### src/rtl/decomp_seq_feeder.sv
// Purpose : paces coefficients into the sequential decomposer so issues are at least L cycles apart.
// Latency : accept at edge k into an idle, empty block gives dcp_avail in the cycle after edge k+1.
// Backpressure: in_rdy = !full, taken from registered occupancy only (a pop never re-opens it in-cycle).
// Ports:
//   clk, a_rst_n                 clock, asynchronous active-low reset
//   in_data/in_side/in_vld/in_rdy upstream valid/ready stream
//   dcp_data/dcp_side/dcp_avail   registered coefficient + one-cycle issue pulse to the decomposer
//   fill_cnt, busy               FIFO occupancy; activity flag (entries buffered or spacing pending)
module decomp_seq_feeder #(
  parameter int OP_W   = 64,
  parameter int L      = 3,
  parameter int SIDE_W = 1,
  parameter int DEPTH  = 4
) (
  input  logic                       clk,
  input  logic                       a_rst_n,
  input  logic [OP_W-1:0]            in_data,
  input  logic [SIDE_W-1:0]          in_side,
  input  logic                       in_vld,
  output logic                       in_rdy,
  output logic [OP_W-1:0]            dcp_data,
  output logic [SIDE_W-1:0]          dcp_side,
  output logic                       dcp_avail,
  output logic [$clog2(DEPTH+1)-1:0] fill_cnt,
  output logic                       busy
);

  localparam int PTR_W = $clog2(DEPTH);
  localparam int CNT_W = $clog2(DEPTH + 1);
  localparam int GAP_W = (L > 1) ? $clog2(L) : 1;
  localparam int ENT_W = OP_W + SIDE_W;

  typedef enum logic {
    ST_IDLE,
    ST_SPACE
  } state_e;

  state_e             state_q, state_d;
  logic [GAP_W-1:0]   gap_q, gap_d;
  logic [PTR_W-1:0]   wr_ptr_q, rd_ptr_q;
  logic [CNT_W-1:0]   fill_q, fill_d;
  logic               avail_q;
  logic [ENT_W-1:0]   mem_q [DEPTH];
  logic [OP_W-1:0]    dcp_data_q;
  logic [SIDE_W-1:0]  dcp_side_q;
  logic               push;
  logic               pop;

  // Ready depends only on the registered count, so a pop while full
  // cannot combinationally re-open the input in the same cycle.
  assign in_rdy = (fill_q != CNT_W'(DEPTH));
  assign push   = in_vld & in_rdy;
  // Issue only while no spacing is pending; the head is consumed on issue.
  assign pop    = (state_q == ST_IDLE) & (fill_q != '0);

  always_comb begin
    fill_d = fill_q;
    case ({push, pop})
      2'b10:   fill_d = fill_q + CNT_W'(1);
      2'b01:   fill_d = fill_q - CNT_W'(1);
      default: fill_d = fill_q;
    endcase
  end

  // Spacing FSM: after an issue, hold off L-1 further cycles so the next
  // issue lands exactly L cycles later. With L=1 it never leaves IDLE.
  always_comb begin
    state_d = state_q;
    gap_d   = gap_q;
    case (state_q)
      ST_IDLE: begin
        if (pop && (L > 1)) begin
          gap_d   = GAP_W'(L - 1);
          state_d = ST_SPACE;
        end
      end
      ST_SPACE: begin
        gap_d = gap_q - GAP_W'(1);
        if (gap_q == GAP_W'(1)) begin
          state_d = ST_IDLE;
        end
      end
      default: begin
        state_d = ST_IDLE;
        gap_d   = '0;
      end
    endcase
  end

  always_ff @(posedge clk or negedge a_rst_n) begin
    if (!a_rst_n) begin
      state_q  <= ST_IDLE;
      gap_q    <= '0;
      wr_ptr_q <= '0;
      rd_ptr_q <= '0;
      fill_q   <= '0;
      avail_q  <= 1'b0;
    end else begin
      state_q  <= state_d;
      gap_q    <= gap_d;
      fill_q   <= fill_d;
      avail_q  <= pop;
      if (push) begin
        wr_ptr_q <= wr_ptr_q + PTR_W'(1);
      end
      if (pop) begin
        rd_ptr_q <= rd_ptr_q + PTR_W'(1);
      end
    end
  end

  // Datapath storage carries no reset; contents are only meaningful
  // once qualified by occupancy or by an issue pulse.
  always_ff @(posedge clk) begin
    if (push) begin
      mem_q[wr_ptr_q] <= {in_data, in_side};
    end
    if (pop) begin
      {dcp_data_q, dcp_side_q} <= mem_q[rd_ptr_q];
    end
  end

  assign dcp_data  = dcp_data_q;
  assign dcp_side  = dcp_side_q;
  assign dcp_avail = avail_q;
  assign fill_cnt  = fill_q;
  assign busy      = (fill_q != '0) | (gap_q != '0);

endmodule

### config.mk
export PLATFORM = sky130hd
export DESIGN_NAME = decomp_seq_feeder
export DESIGN_NICKNAME = d
export VERILOG_FILES = /design/src/rtl/decomp_seq_feeder.sv
export SDC_FILE = /design/constraint.sdc
export NUM_CORES = 1
export LEC_CHECK = 0
export BUFFER_PORTS_ARGS = -buffer_cell sky130_fd_sc_hd__buf_2
export CAP_MARGIN = 20
export CORE_MARGIN = 4
export CORE_UTILIZATION = 45
export CTS_CLUSTER_DIAMETER = 50
export DETAILED_ROUTE_END_ITERATION = 10
export PLACE_DENSITY = 0.67
export REMOVE_ABC_BUFFERS = 1
export SETUP_SLACK_MARGIN = 0.02
export SLEW_MARGIN = 25
export SYNTH_ARGS = -nofsm -noshare
export SYNTH_HDL_FRONTEND = slang
export SYNTH_SLANG_ARGS = --single-unit
export TNS_END_PERCENT = 5
### constraint.sdc
create_clock -name clk -period 4.6 [get_ports clk]
set_input_delay 0.23 -clock clk [delete_from_list [all_inputs] [get_ports clk]]
set_output_delay 0.23 -clock clk [all_outputs]
set_load 0.03 [all_outputs]
# Word-level counts from Yosys, hierarchy flattened

Memories as Yosys holds them, arrays and structs flattened. A register that Yosys moved wholly into a read port is not among the register bits.
Cells that the tools add are included.

Register bits after elaboration: 11
Latch bits: 0
RAM bits: 260
ROM bits: 0
Output and inout bits: 71
Word-level logic and storage cells: 32
Memories: 1

Add/subtract/negate cells: 5
Multipliers: 0
Div/mod/pow operators: 0
Magnitude comparators: 0
Eq/ne operators: 5
Shift operators: 0
Mux-type cells: 8
Bitwise logic cells: 4
Reductions and logical operators: 3

Memories:

| name  | words | width | read ports | clocked after memory_dff | wr ports | RTL line | source |
|---|---|---|---|---|---|---|---|
| mem_q | 4     | 65    | 1          | 1                        | 1        | 43       | `logic [ENT_W-1:0] mem_q [DEPTH];` |

Operators by type and width:

| cell                                                                   | number |
|---|---|
| 3-bit case mux with 2 select lines                                     | 1 |
| 2-bit by 1-bit adder with 2-bit output (second input constant)         | 2 |
| 2-bit by 1-bit equality test with 1-bit output (second input constant) | 2 |
| 1-bit two-way mux                                                      | 4 |
| 2-bit case mux with 2 select lines                                     | 1 |
| 2-bit nonzero test                                                     | 2 |
| 3-bit by 1-bit adder with 3-bit output (second input constant)         | 1 |
| 3-bit != test (second input constant)                                  | 1 |
| 3-bit nonzero test                                                     | 1 |
| 3-bit by 1-bit subtractor with 3-bit output (second input constant)    | 1 |
| 1-bit bitwise AND                                                      | 2 |
| 2-bit equality test (second input constant)                            | 1 |
| 2-bit two-way mux                                                      | 1 |
| 2-bit != test (second input constant)                                  | 1 |
| 1-bit case mux with 2 select lines                                     | 1 |
| 2-bit by 1-bit subtractor with 2-bit output (second input constant)    | 1 |
| 1-bit inverter                                                         | 1 |
| 1-bit OR                                                               | 1 |

# Longest topological paths before layout

Word-level depth: 4
Depth in mapped cells: 8
Mapped depth without buffers: 7

# Worst setup path before layout

No wires, ideal clock.

Path type: register to register
Start point: reg fill_q[0], in the netlist fill_cnt[0]
End point: reg fill_q[1], in the netlist fill_cnt[1]
Arrival time: 4.868 ns
Setup slack: -0.393 ns
Stages on the path, launching flop included: 6
Path through: dfrtp_1 -> nor3_1 -> nor2_1 -> ha_1 -> fa_1 -> mux2_2

Cells in the longest elaborated chain, start to end: 4

Ends and longest elaborated chain:

| item                                                                                  | RTL line | source |
|---|---|---|
| start: declaration                                                                    | 41       | `logic [CNT_W-1:0] fill_q, fill_d;` |
| start signal: assignment                                                              | 101      | `fill_q <= fill_d;` |
| 3-bit nonzero test (*)                                                                | 54       | `assign pop = (state_q == ST_IDLE) & (fill_q != '0);` |
| 1-bit bitwise AND (*)                                                                 | 54       |  |
| named net pop                                                                         | 47       | `logic pop;` |
| 2-bit by 1-bit equality test with 1-bit output or 2-bit equality test (tied branches) | 58       | `case ({push, pop})` |
| 3-bit case mux with 2 select lines (*)                                                | 58       |  |
| named net fill_d[1]                                                                   | 41       |  |

Mark *: on every way through the listed nets, which the timed path passes. The rest lies on a longest branch.
A chain may end at the register's enable or synchronous reset.

# Final worst setup path

Start point: reg fill_q[1], in the netlist fill_cnt[1]
End point: reg fill_q[2], in the netlist fill_cnt[2]

Cells in the longest elaborated chain, start to end: 4

Ends and longest elaborated chain:

| item                                                                                  | RTL line |
|---|---|
| 3-bit nonzero test (*)                                                                | 54 |
| 1-bit bitwise AND (*)                                                                 | 54 |
| named net pop                                                                         | 47 |
| 2-bit by 1-bit equality test with 1-bit output or 2-bit equality test (tied branches) | 58 |
| 3-bit case mux with 2 select lines or 2-bit nonzero test (tied branches)              | -- |

Marks and branches as above.

==> flow_summary_export.csv <==
group,metric,value,unit
critical_path,end_kind,"register",
outcome,status,"finished, final reports clean",
timing,setup_violations,0,
run,cap_violations,0,
timing,slew_viol_final,0,
global_route,grtUsageTotal,14.7,%
global_route,grt_max_degree,68,
critical_path,critPathLaunchType,"register",
global_route,antenna_found_initial,1,
route,first_iter_violations,392,
global_route,grt_pass1_vias,5869,
clocking,cts_setup_buffers,0,
route,ant_nets,0,
timing,slew_headroom,45.8,%
logic_synthesis,synth_ff_type,"edfxtp_1",
logic_synthesis,synth-seq-cells,336,
clocking,clockBufferDepth,3,
global_route,grt_pass1_wl,32.8,mm
clocking,clk_latency,0.50,ns
placement,io_buffers,138,
clocking,root_buffer,"clkbuf_16",
finish,area_growth,25.2,%
clocking,cts_sinks,336,
hold_path,min-delay-path-class,"in2reg",
route,wl_met2,10.7,mm
floorplan,core_area,26100,um2
logic_synthesis,avgSynthCellArea,26.3,um2
floorplan,start_util,45.7,%
route,via_per_inst,5.11,
logic_synthesis,yosysWarnings,0,
clocking,cts_resized,0,
route,vias,5369,
finish,layout-drive-gt1-share,38.2,%
critical_path,cp.required,4.99,ns
route,drt-met1-wl,8.95,mm
floorplan,rows,59,
finish,nNetsFinal,764,
timing,hold_ws,0.0786,ns
timing,final.setup.tns,0,ns
route,top_layer,"met4",
finish,final_cell_area,15000,um2
clocking,cts_tree,"yes",
timing,worst_pin_slew,0.813,ns
critical_path,critPathMaxFanout,6,
timing,rsz0062_at_grt,"no",
logic_synthesis,synth_edf_count,325,
placement,gp_congestion,0.687,
clocking,cts_hold_buf,66,
timing,period_needed,2.29,ns
route,wl_per_cell,20.1,um
timing,fmax,437,MHz
finish,final_util,57.3,%
logic_synthesis,synthCells,454,
route,wl_met3,1.09,mm
floorplan,die_x,171,um
timing,hold_viol_final,0,
power,p_leak,5.17,nW
critical_path,critPathKind,"reg2reg",
logic_synthesis,async_flop_share,3.27,%
finish,final_common_cell,"edfxtp_1",
route,drt_first_pass_iters,4,
finish,final_cell_mix,"325 x edfxtp_1, 138 x buf_2, 66 x dlygate4sd3_1",
placement,dp.final_hpwl,12.2,mm
clocking,clk_pin_slew_worst_paths,0.06,ns
critical_path,arrival,2.68,ns
power,ir_drop,0.451,mV
logic_synthesis,syn_area,12000,um2
global_route,overflow,0,
route,routed_wl,21.1,mm
placement,place_area,13100,um2
floorplan,die_area,29200,um2
logic_synthesis,synth_cell_types,23,
timing,finClkSkew,0.0255,ns
logic_synthesis,ys_seq_area_share,83.9,%
route,drcViolationCount,0,
floorplan,fp.dieH,171,um
clocking,htreeDepth,2,
finish,n_fill_cell,1915,
floorplan,ios,139,
timing,min_period_over_period,49.8,%
clocking,cts_buffers,36,
power,cellPowerDensity,642,nW/um2
==> metal layers <==
metal	track usage (%)	vias up
met2	25.0	143
met5	0	-
met4	3.58	0
li1	-	2393
met3	3.42	33
met1	19.5	2800
==> registers in the layout, summed over array words and instances (netlist names) <==
signal and flops:
fill_cnt 3, state_q 1, dcp_avail 1, gap_q 2
rd_ptr_q 2, dcp_data 64, dcp_side 1, wr_ptr_q 2
mem_q 260
==> final timing paths <==
path / startpoint / endpoint / slack, ns / cells past startpoint
worst max-delay path: fill_cnt[1] / fill_cnt[2] / 2.31 / 7
worst min-delay path: in_vld / wr_ptr_q[0] / 0.08 / 3
worst max register to register: fill_cnt[1] / fill_cnt[2] / 2.31 / 7
worst min register to register: fill_cnt[2] / fill_cnt[2] / 0.52 / 1
max in group asynchronous: a_rst_n / rd_ptr_q[0] / 4.24 / 2
min in group asynchronous: a_rst_n / fill_cnt[1] / 0.12 / 2
==> area by class of cell <==
class,count,area (um2),share of cell area [%]
clock buffer,42,945,6.31
multi-input combinational,97,1780,11.9
antenna,1,2.50,0.0167
inverter,4,15.0,0.100
sequential,336,10000,67.1
timing repair buffer,213,1530,10.2
clock inverter,22,239,1.60
tap,335,419,2.80
==> Yosys cell counts (4+ instances only) <==
library cell  count  area share, %
ha_1              7           0.73
dfrtp_1          11            2.3
buf_2             6           0.25
inv_1             4           0.13
mux4_2           65             12
and3_1            4           0.21
edfxtp_1        325             82
buf_12            4           0.67
==> worst max-delay path, stage by stage (launching register included) <==
cell     delay, ns
dfrtp_1       0.43
nor3_1        0.68
nor2_4        0.04
ha_1          0.25
fa_1          0.39
xnor2_1       0.18
nor2_1        0.07
xor2_1        0.13
==> kinds of logic after synthesis <==
kind of cell,after synthesis,share of synthesized area (%)
AOI/OAI and AO/OA,1,0.0628
DFF,336,83.9
xor gates and xnor gates,6,0.440
adders and majority gates,8,0.900
buffers and inverters,21,1.42
and+or+nand+nor,13,0.638
muxes,69,12.6
==> per-stage QoR <==
| step | power, mW | std cells | setup WS (ns) |
|---|---|---|---|
| after CTS | 9.75 | 1047 | 2.26 |
| after detailed placement | 6.85 | 917 | 2.29 |
| after global placement | 6.70 | 913 | 2.31 |
| after floorplan | 6.15 | 437 | -0.393 |
| final | 9.61 | 1050 | 2.31 |
| after global routing | 10.1 | 1050 | 2.14 |
==> power by group <==
group | internal (mW) | switching, mW
clock network | 1.75 | 1.08
logic | 0.966 | 1.22
registers | 4.25 | 0.348
total | 6.97 | 2.64
Note: power is estimated with default switching activity, not from simulation.
